$ cat src/rtl/cpu_pkg.sv
// Shared CPU front-end definitions: fetch FSM states and default widths.
package cpu_pkg;

  localparam int ADDR_W_DEF = 8;
  localparam int DATA_W_DEF = 16;
  localparam logic [ADDR_W_DEF-1:0] RESET_PC_DEF = 8'h00;

  typedef enum logic [1:0] {
    IDLE   = 2'd0,
    FETCH  = 2'd1,
    HALTED = 2'd2
  } fetch_state_t;

endpackage

$ cat src/rtl/instr_fetch_unit_if.sv
// Fetch-unit bus bundle: instruction-memory read port, instruction
// handshake towards the control unit, and redirect/halt controls.
interface instr_fetch_unit_if
  import cpu_pkg::*;
#(
  parameter int ADDR_W = ADDR_W_DEF,
  parameter int DATA_W = DATA_W_DEF
);

  logic              I_MEM_OE;
  logic [ADDR_W-1:0] i_addr_bus;
  logic [DATA_W-1:0] i_data;
  logic              i_mem_ready;
  logic [DATA_W-1:0] instr;
  logic [ADDR_W-1:0] instr_pc;
  logic              instr_valid;
  logic              instr_ready;
  logic              jump_en;
  logic [ADDR_W-1:0] jump_addr;
  logic              halt;
  logic              halted;
  logic [ADDR_W-1:0] fetch_pc;

  // Fetch unit side
  modport master (
    output I_MEM_OE, i_addr_bus, instr, instr_pc, instr_valid, halted, fetch_pc,
    input  i_data, i_mem_ready, instr_ready, jump_en, jump_addr, halt
  );

  // Memory / control-unit side
  modport slave (
    input  I_MEM_OE, i_addr_bus, instr, instr_pc, instr_valid, halted, fetch_pc,
    output i_data, i_mem_ready, instr_ready, jump_en, jump_addr, halt
  );

endinterface

$ cat src/rtl/fetch_queue.sv
// Small synchronous FIFO of {pc, instruction} entries. Head is read from
// registered storage, so the consumer never sees a path from memory data.
module fetch_queue
  import cpu_pkg::*;
#(
  parameter int W     = ADDR_W_DEF + DATA_W_DEF,
  parameter int DEPTH = 2
) (
  input  logic                       clk,
  input  logic                       reset,
  input  logic                       push,
  input  logic [W-1:0]               push_data,
  input  logic                       pop,
  input  logic                       flush,
  output logic [$clog2(DEPTH):0]     count,
  output logic                       head_valid,
  output logic [W-1:0]               head_data
);

  localparam int PTR_W = $clog2(DEPTH);
  localparam int CNT_W = PTR_W + 1;

  logic [W-1:0]     mem_reg [DEPTH];
  logic [PTR_W-1:0] wr_ptr_reg;
  logic [PTR_W-1:0] rd_ptr_reg;
  logic [CNT_W-1:0] count_reg;
  logic             do_push;
  logic             do_pop;

  // Flush wins over both push and pop; pop is ignored on an empty queue.
  assign do_push = push && !flush;
  assign do_pop  = pop && (count_reg != '0) && !flush;

  // Entry storage: written only on an accepted push, no reset needed
  // because the head is masked while the queue is empty.
  always_ff @(posedge clk) begin
    if (do_push) mem_reg[wr_ptr_reg] <= push_data;
  end

  // Pointer and occupancy tracking; pointers wrap naturally (power-of-two depth).
  always_ff @(posedge clk or negedge reset) begin
    if (!reset) begin
      wr_ptr_reg <= '0;
      rd_ptr_reg <= '0;
      count_reg  <= '0;
    end else if (flush) begin
      wr_ptr_reg <= '0;
      rd_ptr_reg <= '0;
      count_reg  <= '0;
    end else begin
      if (do_push) wr_ptr_reg <= wr_ptr_reg + PTR_W'(1);
      if (do_pop)  rd_ptr_reg <= rd_ptr_reg + PTR_W'(1);
      case ({do_push, do_pop})
        2'b10:   count_reg <= count_reg + CNT_W'(1);
        2'b01:   count_reg <= count_reg - CNT_W'(1);
        default: count_reg <= count_reg;
      endcase
    end
  end

  assign count      = count_reg;
  assign head_valid = (count_reg != '0);
  assign head_data  = head_valid ? mem_reg[rd_ptr_reg] : '0;

endmodule

$ cat src/rtl/instr_fetch_unit.sv
// CPU front-end: owns the fetch pc, drives the instruction-memory read port,
// buffers returned words and hands them on through a valid/ready handshake.
module instr_fetch_unit
  import cpu_pkg::*;
#(
  parameter int                ADDR_W   = ADDR_W_DEF,
  parameter int                DATA_W   = DATA_W_DEF,
  parameter int                QDEPTH   = 2,
  parameter logic [ADDR_W-1:0] RESET_PC = ADDR_W'(RESET_PC_DEF)
) (
  input logic                clk,
  input logic                reset,
  instr_fetch_unit_if.master bus
);

  localparam int CNT_W = $clog2(QDEPTH) + 1;
  localparam logic [CNT_W-1:0] QFULL = CNT_W'(QDEPTH);

  fetch_state_t               state_reg;
  fetch_state_t               state_next;
  logic [ADDR_W-1:0]          pc_reg;
  logic                       push;
  logic                       pop;
  logic [CNT_W-1:0]           q_count;
  logic [CNT_W-1:0]           count_after;
  logic                       q_valid;
  logic [ADDR_W+DATA_W-1:0]   q_head;

  // Handshake decode and next-state selection; a redirect overrides everything.
  always_comb begin
    pop         = q_valid && bus.instr_ready;
    push        = (state_reg == FETCH) && bus.i_mem_ready && !bus.jump_en;
    count_after = q_count + CNT_W'(push) - CNT_W'(pop);
    state_next  = state_reg;
    case (state_reg)
      IDLE: begin
        if (bus.jump_en)          state_next = IDLE;
        else if (bus.halt)        state_next = HALTED;
        else if (q_count < QFULL) state_next = FETCH;
      end
      FETCH: begin
        if (bus.jump_en) begin
          state_next = IDLE;
        end else if (bus.i_mem_ready) begin
          if (bus.halt)                  state_next = HALTED;
          else if (count_after < QFULL)  state_next = FETCH;
          else                           state_next = IDLE;
        end
      end
      HALTED: begin
        // A redirect while halted only moves pc; it does not release the halt.
        if (!bus.jump_en && !bus.halt) state_next = IDLE;
      end
      default: state_next = IDLE;
    endcase
  end

  // FSM state register; async reset drops the read request immediately.
  always_ff @(posedge clk or negedge reset) begin
    if (!reset) state_reg <= IDLE;
    else        state_reg <= state_next;
  end

  // Fetch pc: redirect target, or advance (mod 2^ADDR_W) on each accepted read.
  always_ff @(posedge clk or negedge reset) begin
    if (!reset)           pc_reg <= RESET_PC;
    else if (bus.jump_en) pc_reg <= bus.jump_addr;
    else if (push)        pc_reg <= pc_reg + ADDR_W'(1);
  end

  fetch_queue #(
    .W     (ADDR_W + DATA_W),
    .DEPTH (QDEPTH)
  ) u_queue (
    .clk        (clk),
    .reset      (reset),
    .push       (push),
    .push_data  ({pc_reg, bus.i_data}),
    .pop        (pop),
    .flush      (bus.jump_en),
    .count      (q_count),
    .head_valid (q_valid),
    .head_data  (q_head)
  );

  assign bus.I_MEM_OE    = (state_reg == FETCH);
  assign bus.i_addr_bus  = pc_reg;
  assign bus.fetch_pc    = pc_reg;
  assign bus.halted      = (state_reg == HALTED);
  assign bus.instr_valid = q_valid;
  assign bus.instr       = q_head[DATA_W-1:0];
  assign bus.instr_pc    = q_head[ADDR_W+DATA_W-1:DATA_W];

endmodule

$ cat src/flat_wrapper.sv
// flat-port wrapper written by rule: the top's interface ports become plain ports
module instr_fetch_unit_flat import cpu_pkg::*;
#(
  parameter int                ADDR_W   = ADDR_W_DEF,
  parameter int                DATA_W   = DATA_W_DEF,
  parameter int                QDEPTH   = 2,
  parameter logic [ADDR_W-1:0] RESET_PC = ADDR_W'(RESET_PC_DEF)
)
  (clk, reset, bus_I_MEM_OE, bus_i_addr_bus, bus_instr, bus_instr_pc, bus_instr_valid, bus_halted, bus_fetch_pc, bus_i_data, bus_i_mem_ready, bus_instr_ready, bus_jump_en, bus_jump_addr, bus_halt);
  instr_fetch_unit_if #(.ADDR_W(ADDR_W), .DATA_W(DATA_W)) bus_i ();
  input logic clk;
  input logic reset;
  output wire logic [$bits(bus_i.I_MEM_OE)-1:0] bus_I_MEM_OE;
  output wire logic [$bits(bus_i.i_addr_bus)-1:0] bus_i_addr_bus;
  output wire logic [$bits(bus_i.instr)-1:0] bus_instr;
  output wire logic [$bits(bus_i.instr_pc)-1:0] bus_instr_pc;
  output wire logic [$bits(bus_i.instr_valid)-1:0] bus_instr_valid;
  output wire logic [$bits(bus_i.halted)-1:0] bus_halted;
  output wire logic [$bits(bus_i.fetch_pc)-1:0] bus_fetch_pc;
  input wire logic [$bits(bus_i.i_data)-1:0] bus_i_data;
  input wire logic [$bits(bus_i.i_mem_ready)-1:0] bus_i_mem_ready;
  input wire logic [$bits(bus_i.instr_ready)-1:0] bus_instr_ready;
  input wire logic [$bits(bus_i.jump_en)-1:0] bus_jump_en;
  input wire logic [$bits(bus_i.jump_addr)-1:0] bus_jump_addr;
  input wire logic [$bits(bus_i.halt)-1:0] bus_halt;
  assign bus_I_MEM_OE = bus_i.I_MEM_OE;
  assign bus_i_addr_bus = bus_i.i_addr_bus;
  assign bus_instr = bus_i.instr;
  assign bus_instr_pc = bus_i.instr_pc;
  assign bus_instr_valid = bus_i.instr_valid;
  assign bus_halted = bus_i.halted;
  assign bus_fetch_pc = bus_i.fetch_pc;
  assign bus_i.i_data = bus_i_data;
  assign bus_i.i_mem_ready = bus_i_mem_ready;
  assign bus_i.instr_ready = bus_instr_ready;
  assign bus_i.jump_en = bus_jump_en;
  assign bus_i.jump_addr = bus_jump_addr;
  assign bus_i.halt = bus_halt;
  instr_fetch_unit #(.ADDR_W(ADDR_W), .DATA_W(DATA_W), .QDEPTH(QDEPTH), .RESET_PC(RESET_PC)) u_core (.clk(clk), .reset(reset), .bus(bus_i));
endmodule
$ cat config.mk
export PLATFORM = sky130hd
export DESIGN_NAME = instr_fetch_unit_flat
export DESIGN_NICKNAME = d
export VERILOG_FILES = /design/src/rtl/cpu_pkg.sv /design/src/rtl/instr_fetch_unit_if.sv /design/src/rtl/fetch_queue.sv /design/src/rtl/instr_fetch_unit.sv /design/src/flat_wrapper.sv
export SDC_FILE = /design/constraint.sdc
export NUM_CORES = 1
export LEC_CHECK = 0
export BUFFER_PORTS_ARGS = -buffer_cell sky130_fd_sc_hd__buf_2
export CAP_MARGIN = 10
export CORE_MARGIN = 3
export CORE_UTILIZATION = 50
export CTS_CLUSTER_DIAMETER = 40
export DETAILED_ROUTE_END_ITERATION = 12
export HOLD_SLACK_MARGIN = 0.05
export PLACE_DENSITY_LB_ADDON = 0.3
export SLEW_MARGIN = 20
export SYNTH_ARGS = -nofsm -noshare
export SYNTH_HDL_FRONTEND = slang
export SYNTH_HIERARCHICAL = 1
export SYNTH_SLANG_ARGS = --single-unit
$ cat constraint.sdc
create_clock -name clk -period 3.6 [get_ports clk]
set_clock_uncertainty 0.2 [all_clocks]
set_input_delay 0.72 -clock clk [delete_from_list [all_inputs] [get_ports clk]]
set_output_delay 0.72 -clock clk [all_outputs]
set_load 0.02 [all_outputs]
# Yosys cells after proc, flatten, opt, wreduce, memory -nomap -nowiden
# Memory sizes are Yosys's and may differ from the RTL's.
# Cells that the tools add are included.
# word_totals
regBits	14
latch_bits	0
ramBits	48
romBits	0
wordCells	58
memories	1
# mem_list
memory	words	width	rd	rd_ports_with_merged_regs	write_ports	line_no	source
u_core.u_queue.mem_reg	2	24	1	0	1	fetch_queue.sv:23	logic [W-1:0] mem_reg [DEPTH];
# op_classes
add_sub_neg	7
multipliers	0
n_div	0
n_lt_le_gt_ge	2
n_eq_ne	7
shift	0
muxes	20
n_bitwise	0
reduce_logical	16
# op_table
operator	n
24-bit two-way mux	1
2-bit two-way mux	8
8-bit two-way mux	2
8-bit by 1-bit adder with 8-bit output, second input constant	1
2-bit nonzero test	4
1-bit logical AND	7
1-bit two-way mux	7
2-bit case mux with 3 select lines	1
2-bit by 1-bit equality test with 1-bit output, second input constant	2
2-bit equality test, second input constant	2
2-bit < comparator, second input constant	2
4-bit by 3-bit != test with 1-bit output, second input constant	1
2-bit case mux with 2 select lines	1
3-bit by 1-bit != test with 1-bit output, second input constant	1
3-bit AND reduction	1
3-bit nonzero test	1
1-bit adder, second input constant	2
2-bit by 1-bit adder with 2-bit output	1
2-bit by 1-bit adder with 2-bit output, second input constant	1
1-bit zero test	2
2-bit zero test	1
2-bit by 1-bit != test with 1-bit output, second input constant	1
2-bit by 1-bit subtractor with 2-bit output	1
2-bit by 1-bit subtractor with 2-bit output, second input constant	1

# Longest topological paths before layout
# depth
word_depth	11
mapped_depth	8
depth_no_buf	7

# Hierarchy
# The synthesis kept the hierarchy.
# modules_own_cells
mod	n_inst	cells_per_inst	area_per_inst_um2	seq_area_each_um2
fetch_queue	1	126	2054.5	1541.5
instr_fetch_unit	1	80	701.9	250.2

# Worst setup path before layout
# Ideal clock, no wire load.
# synth_timing
kind	in2reg
from	input port bus_jump_en
to	memory u_core/u_queue/mem_reg[1][0] in the netlist's numbering (enable)
setup_ns	0.405
arrival_time_ns	2.506
t_required_ns	2.995
setup_slack_ns	0.490
path_stages	5
cell_sequence	clkbuf_1 buf_2 nor2_1 nand2b_1 nor2_1
# synth_via
elab_chain_len	5
# synth_rtl
item	line_no	source
from (decl)	flat_wrapper.sv:23	input wire logic [$bits(bus_i.jump_en)-1:0] bus_jump_en;
1-bit zero test	instr_fetch_unit.sv:32	push = (state_reg == FETCH) && bus.i_mem_ready && !bus.jump_en;
1-bit logical AND	instr_fetch_unit.sv:32	
named net u_core.push	instr_fetch_unit.sv:22	logic push;
1-bit logical AND	fetch_queue.sv:31	assign do_push = push && !flush;
1-bit two-way mux	fetch_queue.sv:37	if (do_push) mem_reg[wr_ptr_reg] <= push_data;
1-bit two-way mux (not written as such)	fetch_queue.sv:37	
to (decl)	fetch_queue.sv:23	
# The timed path passes the listed nets, and every way through them passes these cells.

# Worst setup path in the final report
# layout_timing
from	register u_core.u_queue.rd_ptr_reg
to	output port bus_instr_pc[7]
# layout_via
elab_chain_len	2
# layout_rtl
item	line_no	source
from (decl)	fetch_queue.sv:25	logic [PTR_W-1:0] rd_ptr_reg;
from (signal assigned)	fetch_queue.sv:52	if (do_pop) rd_ptr_reg <= rd_ptr_reg + PTR_W'(1);
memory 2 x 24 bit	n/a	
24-bit two-way mux	fetch_queue.sv:63	assign head_data = head_valid ? mem_reg[rd_ptr_reg] : '0;
to (decl)	flat_wrapper.sv:16	output wire logic [$bits(bus_i.instr_pc)-1:0] bus_instr_pc;
# No other way between the ends.

==> metrics.md <==
| Metric | Value |
|---|---|
| Chip width | `80.3 µm` |
| Clk slew on worst S/H paths | `60 ps` |
| CP max FO | `24` |
| Vias per cell | `5.04` |
| Fin crit period | `2520 ps` |
| Crit path capture type | `output pin` |
| Kind of start point of the critical path | `flop` |
| CP required | `2680 ps` |
| Largest register FFs | `48` |
| Critical path arrival | `1600 ps` |
| Clock Latency Late Sink | `320 ps` |
| Mapped Cells | `206` |
| First-pass GRT wire length | `7.73 mm` |
| Largest net degree at the start of global routing | `31` |
| Leakage | `1.30 nW` |
| Area Overhead vs Synth | `19.0%` |
| Status | `finished, final reports clean` |
| Yosys top cell area share | `52.3%` |
| Slew margin rel. | `70.0%` |
| Vias | `1774` |
| Yosys reg bits | `62` |
| Netlist cell types | `34` |
| Final wirelength | `4.95 mm` |
| WS Path Type | `reg2out` |
| Die footprint | `6440 µm²` |
| Total track usage | `16.2%` |
| Cell Area, Synth | `2760 µm²` |
| Antenna Violating Nets Remaining | `0` |
| Final hold vios | `0` |
| CTS resizes | `0` |
| Wire per inst | `14.1 µm` |
| IO buf count | `72` |
| Htree depth | `3` |
| CTS Buf Count | `9` |
| CTS tree | `yes` |
| Core ar. | `5200 µm²` |
| Io pins | `73` |
| Post-CTS Setup Inserts | `0` |
| Starting Density | `53.0%` |
| Type of the most critical hold path | `in2async` |
| Max IR drop VDD | `0.247 mV` |
| Tot Pwr | `1.43 mW` |
| Root buf cell | `clkbuf_8` |
| Largest cells by area after synthesis | `edfxtp_1 52%, dfrtp_1 13%, mux2i_1 9.4%, nor2_1 3.9%, buf_4 2.5%` |
| Warnings, synthesis | `6` |
| Sequential-to-total area share from yosys stat | `65.0%` |
| Initial antenna violation count | `0` |
| Antenna cell count | `0` |
| # clock sinks | `62` |
| Maxcap violations | `0` |
| Hold-fix buffers at CTS | `0` |
| Layout cell share with drive strength beyond 1 | `34.4%` |
| Setup violators final | `0` |
| Worst slew pin tran | `450 ps` |
| Largest buffer count on any clock path | `2` |
| Avg Inst Size Synth | `13.4 µm²` |
| Cell taking the most area after synthesis | `edfxtp_1` |
| RSZ-0062 raised after global routing | `no` |
| Final nets | `310` |
| First-pass DRT Iterations | `4` |
| Num rows | `26` |
| Syn Nets | `238` |
| DRC viols | `0` |
| Vias in the first global route | `1629` |
| Grt ovf | `0` |
| Starting DRT DRC Count | `109` |
| TNS Setup | `0 ps` |
| Gpl congestion | `0.736` |
| HPWL after DPL | `3.35 mm` |
| FF-to-FF path depth | `8` |
| Slew Viols, Final | `0` |
| Pwr Density | `435 nW/µm²` |
| Die height | `80.3 µm` |
| Fmax | `0.397 GHz` |
| Period Utilization, post-route | `70.0%` |
[cell usage after synthesis (all sizes together)]
library cell  count
a21oi             1
a31oi             1
nor2b             7
nand3             5
nand4b            3
xnor2             2
clkbuf            1
and4              1
ha                2
o21ai            13
and2              1
dfrtp            14
a2111o            1
nand4             2
nand2            11
buf              14
or2               2
nand3b            2
a22oi             1
nand2b            2
mux2i            26
xor2              3
inv               6
nor2             30
edfxtp           48
and2b             1
or4               5
a2111oi           1
[final timing paths]
kind,end,from,slack [ps]
min in group clk,u_core/u_queue/rd_ptr_reg$_DFFE_PN0P_,u_core/u_queue/rd_ptr_reg$_DFFE_PN0P_,340
setup / recovery,bus_instr_pc[7],u_core/u_queue/rd_ptr_reg$_DFFE_PN0P_,1080
hold / removal,u_core/bus.fetch_pc[3]$_DFFE_PN0P_,reset,80
hold reg to reg,u_core/u_queue/rd_ptr_reg$_DFFE_PN0P_,u_core/u_queue/rd_ptr_reg$_DFFE_PN0P_,340
setup reg to reg,u_core/state_reg[0]$_DFFE_PN0P_,u_core/u_queue/count[1]$_DFFE_PN0P_,1210
max in group asynchronous,u_core/u_queue/count[0]$_DFFE_PN0P_,reset,2870
[routing by layer]
layer	share of wire, %	global-route usage (%)
met1	42	20.7
met2	49	25.8
met3	6.8	3.25
met4	1.8	8.95
met5	0	0
[cell usage in the layout (no fill, tap or decap), types with 7 or more instances in the layout]
| master | instances |
|---|---|
| mux2i_1 | 26 |
| nand2_1 | 11 |
| clkbuf_8 | 9 |
| edfxtp_1 | 48 |
| buf_2 | 72 |
| nor2b_1 | 7 |
| nor2_1 | 27 |
| o21ai_0 | 12 |
| dfrtp_1 | 14 |
[kinds of logic (layout without fill, tap and decap cells)]
family / after synthesis / after routing / synth area share (%)
mux: 26 / 26 / 9.44
xor+xnor: 5 / 5 / 1.59
fa+ha+maj: 2 / 2 / 0.908
simple gates: 72 / 72 / 13.8
compound gates: 18 / 18 / 4.45
buf+inv: 21 / 97 / 4.77
flops: 62 / 62 / 65.0
[worst max-delay path, cell delays in order, from the launching register on]
cell and delay, ps:
dfrtp_1 360, buf_4 380, mux2i_1 310, nor2_1 60, buf_2 160
[cell type report]
class                      instances  area (µm²)
clock buffer                      13         139
clock inverter                     2        10.0
fill                             437        1930
inverter                           6        22.5
multi-input combinational        123         838
sequential                        62        1790
tap                               70        87.6
timing repair buffer              76         390
[where the power goes]
group / switching (mW) / internal (mW) / total (mW)
registers: 0.0252 / 0.790 / 0.816
logic: 0.0795 / 0.0505 / 0.130
clock network: 0.236 / 0.244 / 0.480
[per-stage QoR]
stage / instance area (µm²) / instances / hold WS, ps / setup WS [ps] / utilization, %
5_1_grt: 3280 / 352 / 101 / 988 / 63.0
4_1_cts: 3280 / 352 / 83.5 / 1070 / 63.0
3_3_place_gp: 3130 / 337 / 326 / 1140 / 60.1
2_1_floorplan: 2760 / 206 / 224 / 490 / -
6_report: 3280 / 352 / 81.8 / 1080 / 63.0
3_5_place_dp: 3130 / 337 / 326 / 1080 / 60.1
(Power assumes the default switching activity.)
